## src/rtl/alu_arbiter.sv

```systemverilog
// Round-robin arbiter sharing one combinational ALU between NUM_REQ requesters.
// Ports: i_clk/i_rst, per-requester valid/ready + packed operands/ops, one-entry tagged response.
//
// alu: combinational integer ALU.
//   i_operation : op code (ADD=0 SUB=1 SLL=2 SLT=3 SLTU=4 XOR=5 SRL=6 SRA=7 OR=8 AND=9)
//   i_a, i_b    : operands
//   o_result    : result, 0 for any undefined op code
module alu #(
    parameter int WORD_SIZE  = 32,
    parameter int ALU_OPSIZE = 4
) (
    input  logic [ALU_OPSIZE-1:0] i_operation,
    input  logic [WORD_SIZE-1:0]  i_a,
    input  logic [WORD_SIZE-1:0]  i_b,
    output logic [WORD_SIZE-1:0]  o_result
);
    localparam int SHW = $clog2(WORD_SIZE);

    localparam logic [ALU_OPSIZE-1:0] ALU_ADD  = ALU_OPSIZE'(0);
    localparam logic [ALU_OPSIZE-1:0] ALU_SUB  = ALU_OPSIZE'(1);
    localparam logic [ALU_OPSIZE-1:0] ALU_SLL  = ALU_OPSIZE'(2);
    localparam logic [ALU_OPSIZE-1:0] ALU_SLT  = ALU_OPSIZE'(3);
    localparam logic [ALU_OPSIZE-1:0] ALU_SLTU = ALU_OPSIZE'(4);
    localparam logic [ALU_OPSIZE-1:0] ALU_XOR  = ALU_OPSIZE'(5);
    localparam logic [ALU_OPSIZE-1:0] ALU_SRL  = ALU_OPSIZE'(6);
    localparam logic [ALU_OPSIZE-1:0] ALU_SRA  = ALU_OPSIZE'(7);
    localparam logic [ALU_OPSIZE-1:0] ALU_OR   = ALU_OPSIZE'(8);
    localparam logic [ALU_OPSIZE-1:0] ALU_AND  = ALU_OPSIZE'(9);

    logic [SHW-1:0] shamt;

    assign shamt = i_b[SHW-1:0];

    always_comb begin
        o_result = '0;
        case (i_operation)
            ALU_ADD:  o_result = i_a + i_b;
            ALU_SUB:  o_result = i_a - i_b;
            ALU_SLL:  o_result = i_a << shamt;
            ALU_SLT:  o_result = {{(WORD_SIZE-1){1'b0}},
                                  ($signed(i_a) < $signed(i_b))};
            ALU_SLTU: o_result = {{(WORD_SIZE-1){1'b0}}, (i_a < i_b)};
            ALU_XOR:  o_result = i_a ^ i_b;
            ALU_SRL:  o_result = i_a >> shamt;
            ALU_SRA:  o_result = $unsigned($signed(i_a) >>> shamt);
            ALU_OR:   o_result = i_a | i_b;
            ALU_AND:  o_result = i_a & i_b;
            default:  o_result = '0;
        endcase
    end
endmodule

// alu_arbiter: top level.
//   i_req_valid/o_req_ready     : per-requester handshake, ready is one-hot or zero
//   i_req_operand_A/B, _operation : packed per-requester slices, slice k = requester k
//   o_rsp_valid/i_rsp_ready     : response handshake on the one-entry result register
//   o_rsp_id, o_rsp_result      : requester tag and ALU result of the held response
module alu_arbiter #(
    parameter int NUM_REQ    = 2,
    parameter int WORD_SIZE  = 32,
    parameter int ALU_OPSIZE = 4,
    parameter int ID_W       = (NUM_REQ > 1) ? $clog2(NUM_REQ) : 1
) (
    input  logic                          i_clk,
    input  logic                          i_rst,
    input  logic [NUM_REQ-1:0]            i_req_valid,
    output logic [NUM_REQ-1:0]            o_req_ready,
    input  logic [NUM_REQ*WORD_SIZE-1:0]  i_req_operand_A,
    input  logic [NUM_REQ*WORD_SIZE-1:0]  i_req_operand_B,
    input  logic [NUM_REQ*ALU_OPSIZE-1:0] i_req_operation,
    output logic                          o_rsp_valid,
    input  logic                          i_rsp_ready,
    output logic [ID_W-1:0]               o_rsp_id,
    output logic [WORD_SIZE-1:0]          o_rsp_result
);
    logic                  full_q, full_d;
    logic [ID_W-1:0]       rsp_id_q, rsp_id_d;
    logic [WORD_SIZE-1:0]  rsp_result_q, rsp_result_d;
    logic [ID_W-1:0]       rr_ptr_q, rr_ptr_d;

    logic                  can_accept;
    logic                  gnt_any;
    logic [ID_W-1:0]       gnt_id;
    logic [ID_W-1:0]       cand;

    logic [WORD_SIZE-1:0]  alu_a;
    logic [WORD_SIZE-1:0]  alu_b;
    logic [ALU_OPSIZE-1:0] alu_op;
    logic [WORD_SIZE-1:0]  alu_result;

    // The slot frees up either because it is empty or because the consumer
    // drains it this very cycle, which gives pass-through with no bubble.
    assign can_accept = !full_q || i_rsp_ready;

    // Search upward from rr_ptr, wrapping at NUM_REQ (need not be a power of 2).
    always_comb begin
        gnt_any = 1'b0;
        gnt_id  = '0;
        cand    = '0;
        for (int i = 0; i < NUM_REQ; i++) begin
            if (int'(rr_ptr_q) + i >= NUM_REQ) begin
                cand = ID_W'(int'(rr_ptr_q) + i - NUM_REQ);
            end else begin
                cand = ID_W'(int'(rr_ptr_q) + i);
            end
            if (!gnt_any && i_req_valid[cand]) begin
                gnt_any = 1'b1;
                gnt_id  = cand;
            end
        end
        // A grant during reset would be lost, so none is offered.
        if (!can_accept || i_rst) begin
            gnt_any = 1'b0;
        end
    end

    assign o_req_ready = gnt_any ? (NUM_REQ'(1) << gnt_id) : '0;

    always_comb begin
        alu_a  = '0;
        alu_b  = '0;
        alu_op = '0;
        for (int k = 0; k < NUM_REQ; k++) begin
            if (gnt_id == ID_W'(k)) begin
                alu_a  = i_req_operand_A[k*WORD_SIZE +: WORD_SIZE];
                alu_b  = i_req_operand_B[k*WORD_SIZE +: WORD_SIZE];
                alu_op = i_req_operation[k*ALU_OPSIZE +: ALU_OPSIZE];
            end
        end
    end

    alu #(
        .WORD_SIZE  (WORD_SIZE),
        .ALU_OPSIZE (ALU_OPSIZE)
    ) u_alu (
        .i_operation (alu_op),
        .i_a         (alu_a),
        .i_b         (alu_b),
        .o_result    (alu_result)
    );

    always_comb begin
        full_d       = full_q;
        rsp_id_d     = rsp_id_q;
        rsp_result_d = rsp_result_q;
        rr_ptr_d     = rr_ptr_q;
        if (gnt_any) begin
            full_d       = 1'b1;
            rsp_id_d     = gnt_id;
            rsp_result_d = alu_result;
            if (gnt_id == ID_W'(NUM_REQ - 1)) begin
                rr_ptr_d = '0;
            end else begin
                rr_ptr_d = gnt_id + ID_W'(1);
            end
        end else if (i_rsp_ready) begin
            full_d = 1'b0;
        end
    end

    always_ff @(posedge i_clk) begin
        if (i_rst) begin
            full_q       <= 1'b0;
            rsp_id_q     <= '0;
            rsp_result_q <= '0;
            rr_ptr_q     <= '0;
        end else begin
            full_q       <= full_d;
            rsp_id_q     <= rsp_id_d;
            rsp_result_q <= rsp_result_d;
            rr_ptr_q     <= rr_ptr_d;
        end
    end

    assign o_rsp_valid  = full_q;
    assign o_rsp_id     = rsp_id_q;
    assign o_rsp_result = rsp_result_q;
endmodule

```

## config.mk

```make
export PLATFORM = sky130hd
export DESIGN_NAME = alu_arbiter
export DESIGN_NICKNAME = d
export VERILOG_FILES = /design/src/rtl/alu_arbiter.sv
export SDC_FILE = /design/constraint.sdc
export NUM_CORES = 1
export LEC_CHECK = 0
export ABC_AREA = 0
export CORE_MARGIN = 2
export CORE_UTILIZATION = 40
export DETAILED_ROUTE_END_ITERATION = 6
export SLEW_MARGIN = 20
export SYNTH_ARGS = -nofsm -noshare
export SYNTH_HDL_FRONTEND = slang
export SYNTH_SLANG_ARGS = --single-unit
export TNS_END_PERCENT = 1
```

## constraint.sdc

```tcl
create_clock -name i_clk -period 7.5 [get_ports i_clk]
set_input_delay 1.5 -clock i_clk [delete_from_list [all_inputs] [get_ports i_clk]]
set_output_delay 1.5 -clock i_clk [all_outputs]
set_load 0.01 [all_outputs]
```

Word-level counts from Yosys, hierarchy flattened
Cells that the tools add are included.
Widths: inputs -> output; s select.
{"block": "word_totals", "out_inout_bits": 36, "ff_bits": 35, "elab_cells": 59}
{"block": "classes", "bitwise": 3, "order_cmp": 6, "addsub": 6, "n_shift": 4, "eq_ne": 9, "reduce_logical": 8, "muxes": 19}
{"cell": "$pmux 32 s10", "n": 1}
{"cell": "$lt 32x32->1", "n": 2}
{"cell": "$mux 32", "n": 2}
{"cell": "$add 32x32->32", "n": 1}
{"cell": "$and 32x32->32", "n": 1}
{"cell": "$or 32x32->32", "n": 1}
{"cell": "$shl 32x5->32", "n": 1}
{"cell": "$shr 32x5->32", "n": 1}
{"cell": "$sshr 32x5->32", "n": 1}
{"cell": "$sub 32x32->32", "n": 1}
{"cell": "$xor 32x32->32", "n": 1}
{"cell": "$eq 4x3->1 const B", "n": 4}
{"cell": "$mux 1", "n": 14}
{"cell": "$eq 4x2->1 const B", "n": 2}
{"cell": "$eq 4x4->1 const B", "n": 2}
{"cell": "$eq 4x1->1 const B", "n": 1}
{"cell": "$logic_not 4->1", "n": 1}
{"cell": "$lt 1x2->1 const B", "n": 2}
{"cell": "$mux 4", "n": 1}
{"cell": "$logic_not 1->1", "n": 3}
{"cell": "$add 1x1->2 const B", "n": 1}
{"cell": "$ge 1x2->1 const B", "n": 1}
{"cell": "$ge 2x2->1 const B", "n": 1}
{"cell": "$logic_or 1x1->1", "n": 2}
{"cell": "other kinds (6)", "n": 7}

Depth between registers and ports, before layout
{"block": "depth", "word_depth": 11, "ltp_mapped": 24, "ltp_nobuf": 17}

Cells and area by module
From an unflattened synthesis, not the netlist that was laid out.
{"block": "hier_totals", "hier_cells": 1481, "hier_area_um2": 10291.1}
{"module": "alu", "n_inst": 1, "cells_each": 1287, "area_per_inst_um2": 8064.0}
{"module": "alu_arbiter", "n_inst": 1, "cells_each": 194, "area_per_inst_um2": 2227.1}

Least setup slack after synthesis
OpenSTA, ideal clock, no wires.
{"block": "synth_timing", "path_kind": "input port to flip-flop", "startpoint": "input port i_req_valid[1]", "endpoint": "register rsp_result_q[30], in the netlist o_rsp_result[30]", "t_required_ns": 7.420, "path_buffers": 7, "setup_slack_ns": 0.998, "t_arrival_ns": 6.422, "stages": 22, "setup_time_ns": 0.080, "cell_sequence": "buf_4 nand2_1 buf_2 buf_2 buf_2 clkbuf_1 buf_1 clkbuf_1 nand2_1 nand2_1 inv_1 ha_1 fa_1 a2111o_1 a211o_1 a311oi_2 o211ai_2 nand4_2 a41oi_2 or4_1 a21o_1 a211oi_2"}
{"block": "synth_via", "elab_chain_cells": 9, "word_cells_on_any_way": 33, "classes_between": "2 x add/sub; 9 x eq/ne; 3 x shift; 13 x mux; 3 x bitwise; 3 x reduce/logical"}
{"item": "start: declaration", "line_no": "66", "rtl": "input logic [NUM_REQ-1:0] i_req_valid,"}
{"item": "$mux 1 (implied by the code) (2 in a row)", "line_no": "106", "rtl": "if (!gnt_any && i_req_valid[cand]) begin"}
{"item": "$mux 1", "line_no": "106"}
{"item": "$logic_not 1->1", "line_no": "106"}
{"item": "$logic_and 1x1->1", "line_no": "106"}
{"item": "$mux 1", "line_no": "106"}
{"item": "$mux 32 or $mux 4 (tied branches)", "line_no": "124", "rtl": "if (gnt_id == ID_W'(k)) begin"}
{"item": "$sub 32x32->32, or another cell as far along", "line_no": "38", "rtl": "ALU_SUB: o_result = i_a - i_b;"}
{"item": "$pmux 32 s10", "line_no": "36", "rtl": "case (i_operation)"}
{"item": "end signal: assignment", "line_no": "170", "rtl": "rsp_result_q <= rsp_result_d;"}
{"item": "end: declaration", "line_no": "78", "rtl": "logic [WORD_SIZE-1:0] rsp_result_q, rsp_result_d;"}
Parallel ways exist; a longest one is shown, timed or not. The select of a mux whose other input is x is not followed.
A chain may end at the register's enable or synchronous reset.

Worst setup path in the final report
{"block": "layout_timing", "startpoint": "input port i_req_valid[1]", "endpoint": "register rsp_result_q[31], in the netlist o_rsp_result[31]"}
The elaborated chain is that of the path after synthesis.

==> summary.txt <==
Clocking
  – CTS root buf: clkbuf_16
  – CTS Buf Count: 5
  – Worst skew pair latency: 0.30 ns
  – Longest Clk Path Bufs: 2
  – CTS resizes: 0
  – Level count of the clock H-tree: 2
  – Cts hold-fix bufs: 0
  – CTS tree: built
  – Clock slew at reported path FFs: around 0.070 ns
  – Post-CTS setup buffer count: 0
  – CTS sink count: 35

Logic synthesis
  – Synthesized instance count: slightly below 2000
  – Yosys warning total: 0
  – Register bit total from synthesis: 35
  – Syn avg cell area: 6.47 um2
  – Cell with the most instances after synthesis: nand2_1
  – Syn_nets: 2191
  – Top FF cell, synth: dfxtp_1
  – Top cells by area, synth: mux2i_1 11%, nand2_1 10%, ha_1 9.6%
  – Post-Syn Area: about 13000 um2
  – Most common library cells after synthesis: 337 x nand2_1, 162 x a21oi_1, 149 x nor2_1, 137 x mux2i_1, 112 x o21ai_0
  – Share of the yosys chip area belonging to registers: under 10%
  – Post-synth top area share: 10.9%
  – Async SR Flop Fraction: 0%
  – Number of synthesized flops with an enable pin: 0
  – Post-synth cell types: 93
  – Cell taking the most area after synthesis: mux2i_1

Pwr
  – Combinational power share: about three quarters
  – Leakage: about 0.0063 uW
  – Internal: 907 uW
  – Seq pwr share: 10.7%
  – Sw frac: 54.8%
  – Clock share of power: a little over an eighth
  – P_sw: 1100 uW
  – Worst IR Drop VDD: a little under 0.1 mV
  – Power per cell area: 135 nW/um2

Worst setup path
  – Critical path buffer and inverter count: 3
  – Crit path max-delay family: compound AO/OA/AOI/OAI gates
  – Crit-path max cell delay: 0.67 ns
  – Worst setup path category: input port to flip-flop
  – Critical path cell sequence: clkdlybuf4s50_1 -> inv_2 -> nor2_4 -> mux2_2 -> ha_1 -> or4_4 -> a31oi_2 -> a221oi_1 -> buf_4 -> o21a_1 -> o41a_1 -> o41ai_1 -> nand3_1 -> nor4bb_1 -> o21ai_1
  – WP data arrival: about 6.6 ns
  – Crit-path slowest cell: clkdlybuf4s50_1
  – Crit path required time: 7.73 ns
  – Worst setup SP type: input port
  – R2R Setup Slk: 2.60 ns
  – Crit path capture type: flip-flop
  – Worst-path maximum fanout: 22

GRT
  – Total grt overflow: 0
  – Global-route wire length before repair: roughly 100 mm
  – Number of global-route vias before repair: around 15000
  – Gr usage total: between 30 and 40%
  – Largest net degree at the start of global routing: 65
  – Initial antenna violation count: 0

Route
  – Vias per inst: between 6 and 7
  – # DRC: 0
  – WL/cell: between 20 and 30 um
  – DR iter-0 viols: about 2000
  – Post-route ant nets: 0
  – Final WL: 66.4 mm
  – TritonRoute pass-1 iters: 6
  – Via count: 16343

Floorplan
  – Initial Util: 40.3%
  – DIE WIDTH: 182 um
  – Chip height: 182 um
  – Num ports: 177
  – DIE AREA: around 33000 um2
  – Core area: approximately 31000 um2
  – # rows: 65

Timing
  – Setup WS post-layout: 1.17 ns
  – Final Max Tran Viols: 0
  – Max Freq: 158 MHz
  – Relative slew slack: 32.8%
  – # setup viols final: 0
  – Clock skew: 0.00785 ns
  – Slew @ Worst Pin: 0.982 ns
  – Final hold violation count: 0
  – Final period utilization: 84.4%
  – RSZ-0062 raised after global routing: false
  – Setup TNS: 0 ns
  – Min cycle time layout: 6.33 ns

Place
  – Worst slack, placed: 1.02 ns
  – IO buf count: 176
  – DP HPWL: 51.0 mm
  – Placed inst area: 14700 um2
  – RePlAce Congestion: between 1 and 1.5

Finish
  – Share of cells above drive strength 1: under 10%
  – Design area: ~15000 um2
  – Layout area overhead: 17.9%
  – Ant diodes: 0
  – Nets: 2272
  – Fillers: 3276

Run status
  – Status: completed

Hold path
  – HP Class: flip-flop to flip-flop

Run
  – Max cap viols: 0
## kinds of logic after synthesis
logic type	count (synthesis)	synth area share, %
AOI/OAI and AO/OA	687	36.9
xor gates and xnor gates	8	0.555
adders and majority gates	99	9.93
buffers and inverters	261	8.38
DFF	35	5.55
muxes	177	14.7
and+or+nand+nor	684	23.9
## worst reg2reg max path, cell delays in order, from the launching register on
cell and delay [ns]:
dfxtp_1 0.37, and2b_4 0.22, nor2_4 0.55, mux2_2 0.47, ha_1 0.47, or4_4 0.60
a31oi_2 0.32, a221oi_1 0.15, buf_4 0.18, o21a_1 0.26, o41a_1 0.56, o41ai_1 0.32
nand3_1 0.11, nor4bb_1 0.16, o21ai_1 0.14
## power by group through the flow
stage                     clock, uW  sequential, uW  combinational [uW]
after floorplan                   0             221                 924
after global placement            0             218                1460
after detailed placement          0             218                1460
after CTS                       273             214                1470
after global routing            280             215                1610
final                           275             214                1520
## per-stage QoR
| step | std cells | utilization, % | hold slack [ns] | power [uW] |
|---|---|---|---|---|
| floorplan | 1951 | - | 0.470 | 1140 |
| global placement | 2426 | 47.0 | 0.455 | 1680 |
| detailed placement | 2426 | 47.0 | 0.451 | 1680 |
| CTS | 2434 | 47.5 | 0.461 | 1950 |
| global route | 2435 | 47.5 | 0.490 | 2100 |
| finish | 2435 | 47.5 | 0.459 | 2010 |
## cell type report
type                       count  area (um2)  share of cell area, %
tap                          402         503                   3.38
timing repair buffer         228        2180                   14.6
sequential                    35         701                   4.71
clock inverter                 2        35.0                  0.235
inverter                     107         402                   2.70
clock buffer                   6         139                  0.933
multi-input combinational   1655       10900                   73.4
## registers in the layout (all words and copies together) (netlist names)
| register | count |
|---|---|
| o_rsp_id | 1 |
| o_rsp_result | 32 |
| o_rsp_valid | 1 |
| rr_ptr_q | 1 |
## layer usage
metal	vias to the layer above	track usage, %	part of all wire, %
met5	-	0	0
met4	0	19.1	5.7
met3	157	4.91	9.1
met2	998	61.0	44
met1	7820	52.1	41
li1	7368	-	-
## cells in the final DEF (no fill, tap or decap), types with 8 or more instances in the layout
master,instances
dfxtp_1,35
inv_1,101
mux2i_1,133
nand4_1,16
o21ai_1,22
a22oi_1,18
nand3_1,38
mux2_2,36
o21bai_1,10
nand2b_1,13
a21oi_1,161
ha_1,97
o211ai_1,43
buf_4,48
o31ai_1,12
xnor2_1,8
o21ai_0,112
nand2_1,336
o21a_1,11
nor2b_1,22
a211oi_1,48
clkdlybuf4s50_1,174
a221oi_1,29
nor4_1,14
a31oi_1,19
a2111oi_0,9
or3_1,8
o22ai_1,25
and3_1,14
nor2_1,149
and2_1,9
a21o_1,31
nor3_1,36
a221o_1,19
o221ai_1,18
## final timing paths
| kind | end | start | depth (start not counted) |
|---|---|---|---|
| setup reg to reg | o_rsp_result[31] | rr_ptr_q | 14 |
| hold reg to reg | o_rsp_result[31] | o_rsp_result[31] | 2 |
| hold / removal | o_rsp_result[31] | o_rsp_result[31] | 2 |
| setup / recovery | o_rsp_result[31] | i_req_valid[1] | 15 |
(Power assumes the default switching activity.)
